## src/rtl/fire_pkg.sv

```systemverilog
// rtl/fire_pkg.sv - shared types, segment codes and BCD helpers for fire_counter_scan
package fire_pkg;

  typedef logic [3:0] bcd_t;

  localparam logic [7:0] SEG_BLANK = 8'h00;
  localparam logic [7:0] SEG_0     = 8'h3F;
  localparam logic [7:0] SEG_1     = 8'h06;
  localparam logic [7:0] SEG_2     = 8'h5B;
  localparam logic [7:0] SEG_3     = 8'h4F;
  localparam logic [7:0] SEG_4     = 8'h66;
  localparam logic [7:0] SEG_5     = 8'h6D;
  localparam logic [7:0] SEG_6     = 8'h7D;
  localparam logic [7:0] SEG_7     = 8'h07;
  localparam logic [7:0] SEG_8     = 8'h7F;
  localparam logic [7:0] SEG_9     = 8'h6F;

  // Segment pattern {dp,g,f,e,d,c,b,a}; non-decimal nibbles show nothing
  function automatic logic [7:0] seg_of(input bcd_t bcd);
    logic [7:0] code;
    case (bcd)
      4'd0:    code = SEG_0;
      4'd1:    code = SEG_1;
      4'd2:    code = SEG_2;
      4'd3:    code = SEG_3;
      4'd4:    code = SEG_4;
      4'd5:    code = SEG_5;
      4'd6:    code = SEG_6;
      4'd7:    code = SEG_7;
      4'd8:    code = SEG_8;
      4'd9:    code = SEG_9;
      default: code = SEG_BLANK;
    endcase
    return code;
  endfunction

  // Binary-to-BCD conversion of an elaboration-time constant, up to 8 digits
  function automatic logic [31:0] to_bcd(input int value);
    int          v;
    logic [31:0] r;
    v = value;
    r = '0;
    for (int i = 0; i < 8; i++) begin
      r[4*i +: 4] = 4'(v % 10);
      v = v / 10;
    end
    return r;
  endfunction

endpackage

```

## src/rtl/btn_debounce.sv

```systemverilog
// rtl/btn_debounce.sv - two-flop synchroniser, sample-count debouncer and press pulse
module btn_debounce #(
  parameter int DEB_CYCLES = 20
) (
  input  logic clk,
  input  logic BTN6,
  input  logic raw,
  output logic level,
  output logic press
);

  localparam logic [7:0] DEB_LAST = 8'(DEB_CYCLES - 1);

  logic       sync_1;
  logic       btn_s;
  logic [7:0] deb_cnt;

  // Bring the raw button into the clk domain
  always_ff @(posedge clk or posedge BTN6) begin
    if (BTN6) begin
      sync_1 <= 1'b0;
      btn_s  <= 1'b0;
    end else begin
      sync_1 <= raw;
      btn_s  <= sync_1;
    end
  end

  // Flip the level after DEB_CYCLES differing samples; pulse press on a 0->1 flip
  always_ff @(posedge clk or posedge BTN6) begin
    if (BTN6) begin
      level   <= 1'b0;
      deb_cnt <= 8'd0;
      press   <= 1'b0;
    end else begin
      press <= 1'b0;
      if (btn_s == level) begin
        deb_cnt <= 8'd0;
      end else if (deb_cnt == DEB_LAST) begin
        level   <= btn_s;
        deb_cnt <= 8'd0;
        press   <= btn_s;
      end else begin
        deb_cnt <= deb_cnt + 8'd1;
      end
    end
  end

endmodule

```

## src/rtl/fire_counter_scan.sv

```systemverilog
// rtl/fire_counter_scan.sv - debounced BCD press counter with scanned 7-segment display (FIRE_LZB_EN: leading-zero blanking)
module fire_counter_scan
  import fire_pkg::*;
#(
  parameter int DIGITS     = 4,
  parameter int MAX_COUNT  = 9999,
  parameter int DEB_CYCLES = 20,
  parameter int SCAN_DIV   = 1
) (
  input  logic                  clk,
  input  logic                  BTN6,
  input  logic                  BTN1,
  output logic [7:0]            DISP,
  output logic [7:0]            cat,
  output logic [4*DIGITS-1:0]   count_bcd,
  output logic                  wrap
);

  localparam int              CW        = 4 * DIGITS;
  localparam logic [31:0]     MAX_BCD32 = to_bcd(MAX_COUNT);
  localparam logic [CW-1:0]   MAX_BCD   = MAX_BCD32[CW-1:0];
  localparam logic [2:0]      LAST_IDX  = 3'(DIGITS - 1);
  localparam logic [7:0]      LAST_PRE  = 8'(SCAN_DIV - 1);

  logic              btn_level;
  logic              unused_level;
  logic              press;
  logic              armed;
  logic              carry;
  logic [CW-1:0]     count_inc;
  logic [7:0]        prescale;
  logic [2:0]        scan_idx;
  bcd_t              cur_digit;
  logic              cur_blank;
  logic [DIGITS-1:0] lz_blank;

  btn_debounce #(
    .DEB_CYCLES (DEB_CYCLES)
  ) u_deb (
    .clk   (clk),
    .BTN6  (BTN6),
    .raw   (BTN1),
    .level (btn_level),
    .press (press)
  );

  // The held level itself is not needed here, only its rising edge
  assign unused_level = btn_level;

  // Ripple the +1 through the BCD digits within a single cycle
  always_comb begin
    carry     = 1'b1;
    count_inc = count_bcd;
    for (int i = 0; i < DIGITS; i++) begin
      if (carry) begin
        if (count_bcd[4*i +: 4] == 4'd9) begin
          count_inc[4*i +: 4] = 4'd0;
        end else begin
          count_inc[4*i +: 4] = count_bcd[4*i +: 4] + 4'd1;
          carry               = 1'b0;
        end
      end
    end
  end

  // Count presses, wrapping to zero after MAX_COUNT; armed latches the first press
  always_ff @(posedge clk or posedge BTN6) begin
    if (BTN6) begin
      count_bcd <= '0;
      wrap      <= 1'b0;
      armed     <= 1'b0;
    end else begin
      wrap <= 1'b0;
      if (press) begin
        armed <= 1'b1;
        if (count_bcd == MAX_BCD) begin
          count_bcd <= '0;
          wrap      <= 1'b1;
        end else begin
          count_bcd <= count_inc;
        end
      end
    end
  end

  // Prescaler sets how long each display position stays lit
  always_ff @(posedge clk or posedge BTN6) begin
    if (BTN6) begin
      prescale <= 8'd0;
      scan_idx <= 3'd0;
    end else if (prescale == LAST_PRE) begin
      prescale <= 8'd0;
      scan_idx <= (scan_idx == LAST_IDX) ? 3'd0 : scan_idx + 3'd1;
    end else begin
      prescale <= prescale + 8'd1;
    end
  end

`ifdef FIRE_LZB_EN
  logic above_zero;

  // A digit above the units is blank when it and every higher digit are zero
  always_comb begin
    lz_blank   = '0;
    above_zero = 1'b1;
    for (int i = DIGITS - 1; i > 0; i--) begin
      above_zero  = above_zero & (count_bcd[4*i +: 4] == 4'd0);
      lz_blank[i] = above_zero;
    end
  end
`else
  assign lz_blank = '0;
`endif

  // Pick the digit and its blanking flag for the position being scanned
  always_comb begin
    cur_digit = 4'd0;
    cur_blank = 1'b0;
    for (int i = 0; i < DIGITS; i++) begin
      if (scan_idx == 3'(i)) begin
        cur_digit = count_bcd[4*i +: 4];
        cur_blank = lz_blank[i];
      end
    end
  end

  // Register cathode select and segments together so they never disagree
  always_ff @(posedge clk or posedge BTN6) begin
    if (BTN6) begin
      DISP <= SEG_BLANK;
      cat  <= 8'hFF;
    end else begin
      cat  <= ~(8'b1 << scan_idx);
      DISP <= (armed && !cur_blank) ? seg_of(cur_digit) : SEG_BLANK;
    end
  end

endmodule

```

## config.mk

```make
export PLATFORM = sky130hd
export DESIGN_NAME = fire_counter_scan
export DESIGN_NICKNAME = d
export VERILOG_FILES = /design/src/rtl/fire_pkg.sv /design/src/rtl/btn_debounce.sv /design/src/rtl/fire_counter_scan.sv
export SDC_FILE = /design/constraint.sdc
export NUM_CORES = 1
export LEC_CHECK = 0
export BUFFER_PORTS_ARGS = -buffer_cell sky130_fd_sc_hd__clkbuf_2
export CAP_MARGIN = 20
export CELL_PAD_IN_SITES_DETAIL_PLACEMENT = 1
export CELL_PAD_IN_SITES_GLOBAL_PLACEMENT = 2
export CORE_MARGIN = 2
export CORE_UTILIZATION = 30
export CTS_CLUSTER_SIZE = 28
export DETAILED_ROUTE_END_ITERATION = 16
export PLACE_DENSITY_LB_ADDON = 0.1
export SYNTH_ARGS = -nofsm -noshare
export SYNTH_HDL_FRONTEND = slang
export SYNTH_SLANG_ARGS = --single-unit
```

## constraint.sdc

```tcl
create_clock -name clk -period 4.7 [get_ports clk]
set_input_delay 0.47 -clock clk [delete_from_list [all_inputs] [get_ports clk]]
set_output_delay 0.47 -clock clk [all_outputs]
set_load 0.02 [all_outputs]
```

==> results.json <==
{
  "yosys_warnings": 0,
  "period_share": 0.496,
  "clkPwrFrac": 0.391,
  "rrSetupSlack_ns": 2.37,
  "arrival_ns": 2.56,
  "reg2regPathDepth": 10,
  "syn_avg_cell_area_um2": 10.5,
  "ir_worst_vdd_v": 0.000137,
  "rsz0062_at_grt": "no",
  "r2r-end": "DISP[0]$_DFF_PP0_",
  "critPathCaptureType": "flop",
  "max-cap-violations": 0,
  "grt_start_max_net_pins": 57,
  "final_net_count": 331,
  "start_util": 0.312,
  "status": "complete, no violations",
  "clkLatencyLatePin_ns": 0.30,
  "p_leak_uw": 0.00157,
  "drive_above_1_share": 0.210,
  "pre_cts_slack_ns": 2.39,
  "ys_ff_latch": 56,
  "clk_path_buf_depth": 2,
  "power_density_mw_per_mm2": 251,
  "fmax_mhz": 429,
  "io_buffers": 34,
  "yosysUniqueCellTypes": 54,
  "grt_overflow_total": 0,
  "postCtsHoldBufs": 0,
  "cts_setup_buffers": 0,
  "p_comb_frac": 0.020,
  "worstHoldEndpoint": "u_deb.sync_1$_DFF_PP0_",
  "drt_iter0_drc": 36,
  "fin_crit_ns": 2.33,
  "synthesis.nets": 299,
  "vias": 2104,
  "swShare": 0.214,
  "min-delay-start": "BTN1",
  "netSwitchingPower_uw": 177,
  "drc": 0,
  "ys_seq_area_frac": 0.486,
  "placed_cell_area_mm2": 0.00318,
  "chipWidth_um": 102,
  "drt-pass1-iter-count": 4,
  "antenna_found_initial": 0,
  "setup_viol": 0,
  "hold_path_depth": 1,
  "grt_pass1_vias": 2167,
  "netlist.area_leader.share": 0.413,
  "max_slew_margin": 0.519,
  "grt_usage": 0.133,
  "post-dp-hpwl_um": 4540,
  "final_cells": 438,
  "path_clk_slew_ns": 0.10,
  "fin_tns_setup_ns": 0,
  "h-tree-depth": 2,
  "rows": 35,
  "final_area_mm2": 0.00329,
  "vias_per_cell": 4.80,
  "cts_buffers": 5,
  "gp_congestion": 0.773,
  "worstSetupStartpointType": "flop",
  "cts_resized": 0,
  "synth_edf_count": 0,
  "grt_pass1_wl_um": 10900,
  "tightest_slew_ns": 0.722,
  "syn2layout_area_growth_pct": 13.3,
  "total_power_uw": 827,
  "drv_slew": 0,
  "synth-main-ff-cell": "dfrtp_1",
  "io_pins": 36,
  "path_max_fanout": 10,
  "yosysMostFrequentCell": "dfrtp_1",
  "cts_tree": "yes",
  "die-area_mm2": 0.0105,
  "cts-root-buf": "clkbuf_8",
  "hold_viol": 0,
  "yosys-top-cells-area": "dfrtp_1 41%, ha_1 8.6%, dfstp_2 7.2%, nand2_1 3.4%, nor2_1 2.8%",
  "internal_power_uw": 650,
  "power_frac_seq": 0.589,
  "yosys.area.top_type": "dfrtp_1",
  "ys_top_cells_by_count": "48 x dfrtp_1, 26 x nand2_1, 22 x nor2_1",
  "critPathRequiredTime_ns": 4.93,
  "cts_sinks": 56,
  "critical_path_class": "reg2reg",
  "diodes": 0,
  "hold_class": "in2reg",
  "skew_ns": 0.00432,
  "syn-cell-area_mm2": 0.00291,
  "dieHeight_um": 102,
  "async_reset_ff_frac": 1.00,
  "synthCells": 276,
  "rr_startpoint": "scan_idx[1]$_DFFE_PP0N_",
  "wl_per_cell_um": 14.3,
  "dp.cells": 430,
  "routed_wl_um": 6270,
  "ant_nets": 0,
  "coreArea_mm2": 0.00933,
  "layout_setup_ws_ns": 2.37
}
-- through the flow --
step | util | hold WS (ns)
6_report | 0.353 | 0.263
5_1_grt | 0.353 | 0.236
4_1_cts | 0.353 | 0.249
3_5_place_dp | 0.341 | 0.351
3_3_place_gp | 0.341 | 0.336
2_1_floorplan | - | 0.331
-- cell families (layout without fill, tap and decap cells) --
logic type | Yosys count | in the layout | share of synthesized area
compound gates | 42 | 42 | 0.0977
simple gates | 115 | 115 | 0.233
flops | 56 | 56 | 0.486
xor+xnor | 13 | 13 | 0.0392
fa+ha+maj | 20 | 20 | 0.0861
mux | 4 | 4 | 0.0155
buf+inv | 25 | 58 | 0.0418
other cells | 1 | 1 | 0.00129
-- cells in the final DEF, fill, tap and decap left out, types with 6 or more instances in the layout --
master,synthesis,final
xor2_1,7,7
nor2_1,22,22
inv_1,15,14
dfstp_2,8,8
clkbuf_2,1,34
ha_1,20,20
nand3_1,16,16
xnor2_1,6,6
dfrtp_1,48,48
o21ai_0,14,14
nand2_1,26,26
-- worst max-delay path by stage --
stage | start | end | slack (ns) | depth (start not counted)
finish | scan_idx[1]$_DFFE_PP0N_ | DISP[0]$_DFF_PP0_ | 2.37 | 10
global route | scan_idx[1]$_DFFE_PP0N_ | DISP[0]$_DFF_PP0_ | 2.08 | 10
CTS | scan_idx[1]$_DFFE_PP0N_ | DISP[0]$_DFF_PP0_ | 2.34 | 10
detailed placement | scan_idx[1]$_DFFE_PP0N_ | DISP[0]$_DFF_PP0_ | 2.39 | 10
global placement | scan_idx[1]$_DFFE_PP0N_ | DISP[0]$_DFF_PP0_ | 2.45 | 10
floorplan | scan_idx[0]$_DFFE_PP0N_ | DISP[4]$_DFF_PP0_ | 2.60 | 10
-- metal layers --
layer	share of wire	up-vias	wire [um]	GRT usage
li1	-	1013	-	-
met1	0.47	1062	2970	0.178
met2	0.49	24	3080	0.220
met3	0.023	5	146	0.0260
met4	0.011	0	70	0.0338
met5	0	-	0	0
-- sequential cells by signal, summed over array words and instances, names as in the netlist, 3 cells and up --
register / count
u_deb.deb_cnt: 8
DISP: 7
prescale: 8
scan_idx: 3
count_bcd: 16
cat: 8
-- power by group through the flow --
stage          clock network, uW  registers, uW  logic [uW]
2_1_floorplan                  0            496        12.7
3_3_place_gp                   0            496        18.2
3_5_place_dp                   0            496        18.3
4_1_cts                      342            487        18.3
5_1_grt                      361            488        20.1
6_report                     323            487        16.8
-- cell type report --
cell class / count / area (um2)
clock buffers: 6 / 72.6
repair buffers: 35 / 178
well taps: 129 / 161
flip-flops and latches: 56 / 1410
clock inverters: 2 / 38.8
inverters: 15 / 56.3
multi-input cells: 195 / 1370
fillers: 1071 / 6040
-- critical path: stages (launching register included) --
cell and delay, ns:
dfrtp_1 0.41, inv_1 0.10, ha_1 0.35, a211oi_1 0.13, a211o_1 0.38, nor2_1 0.19
inv_1 0.11, ha_1 0.19, nor2_1 0.07, o21ai_0 0.12, o211ai_1 0.20
Power figures use the tool's default switching activity.
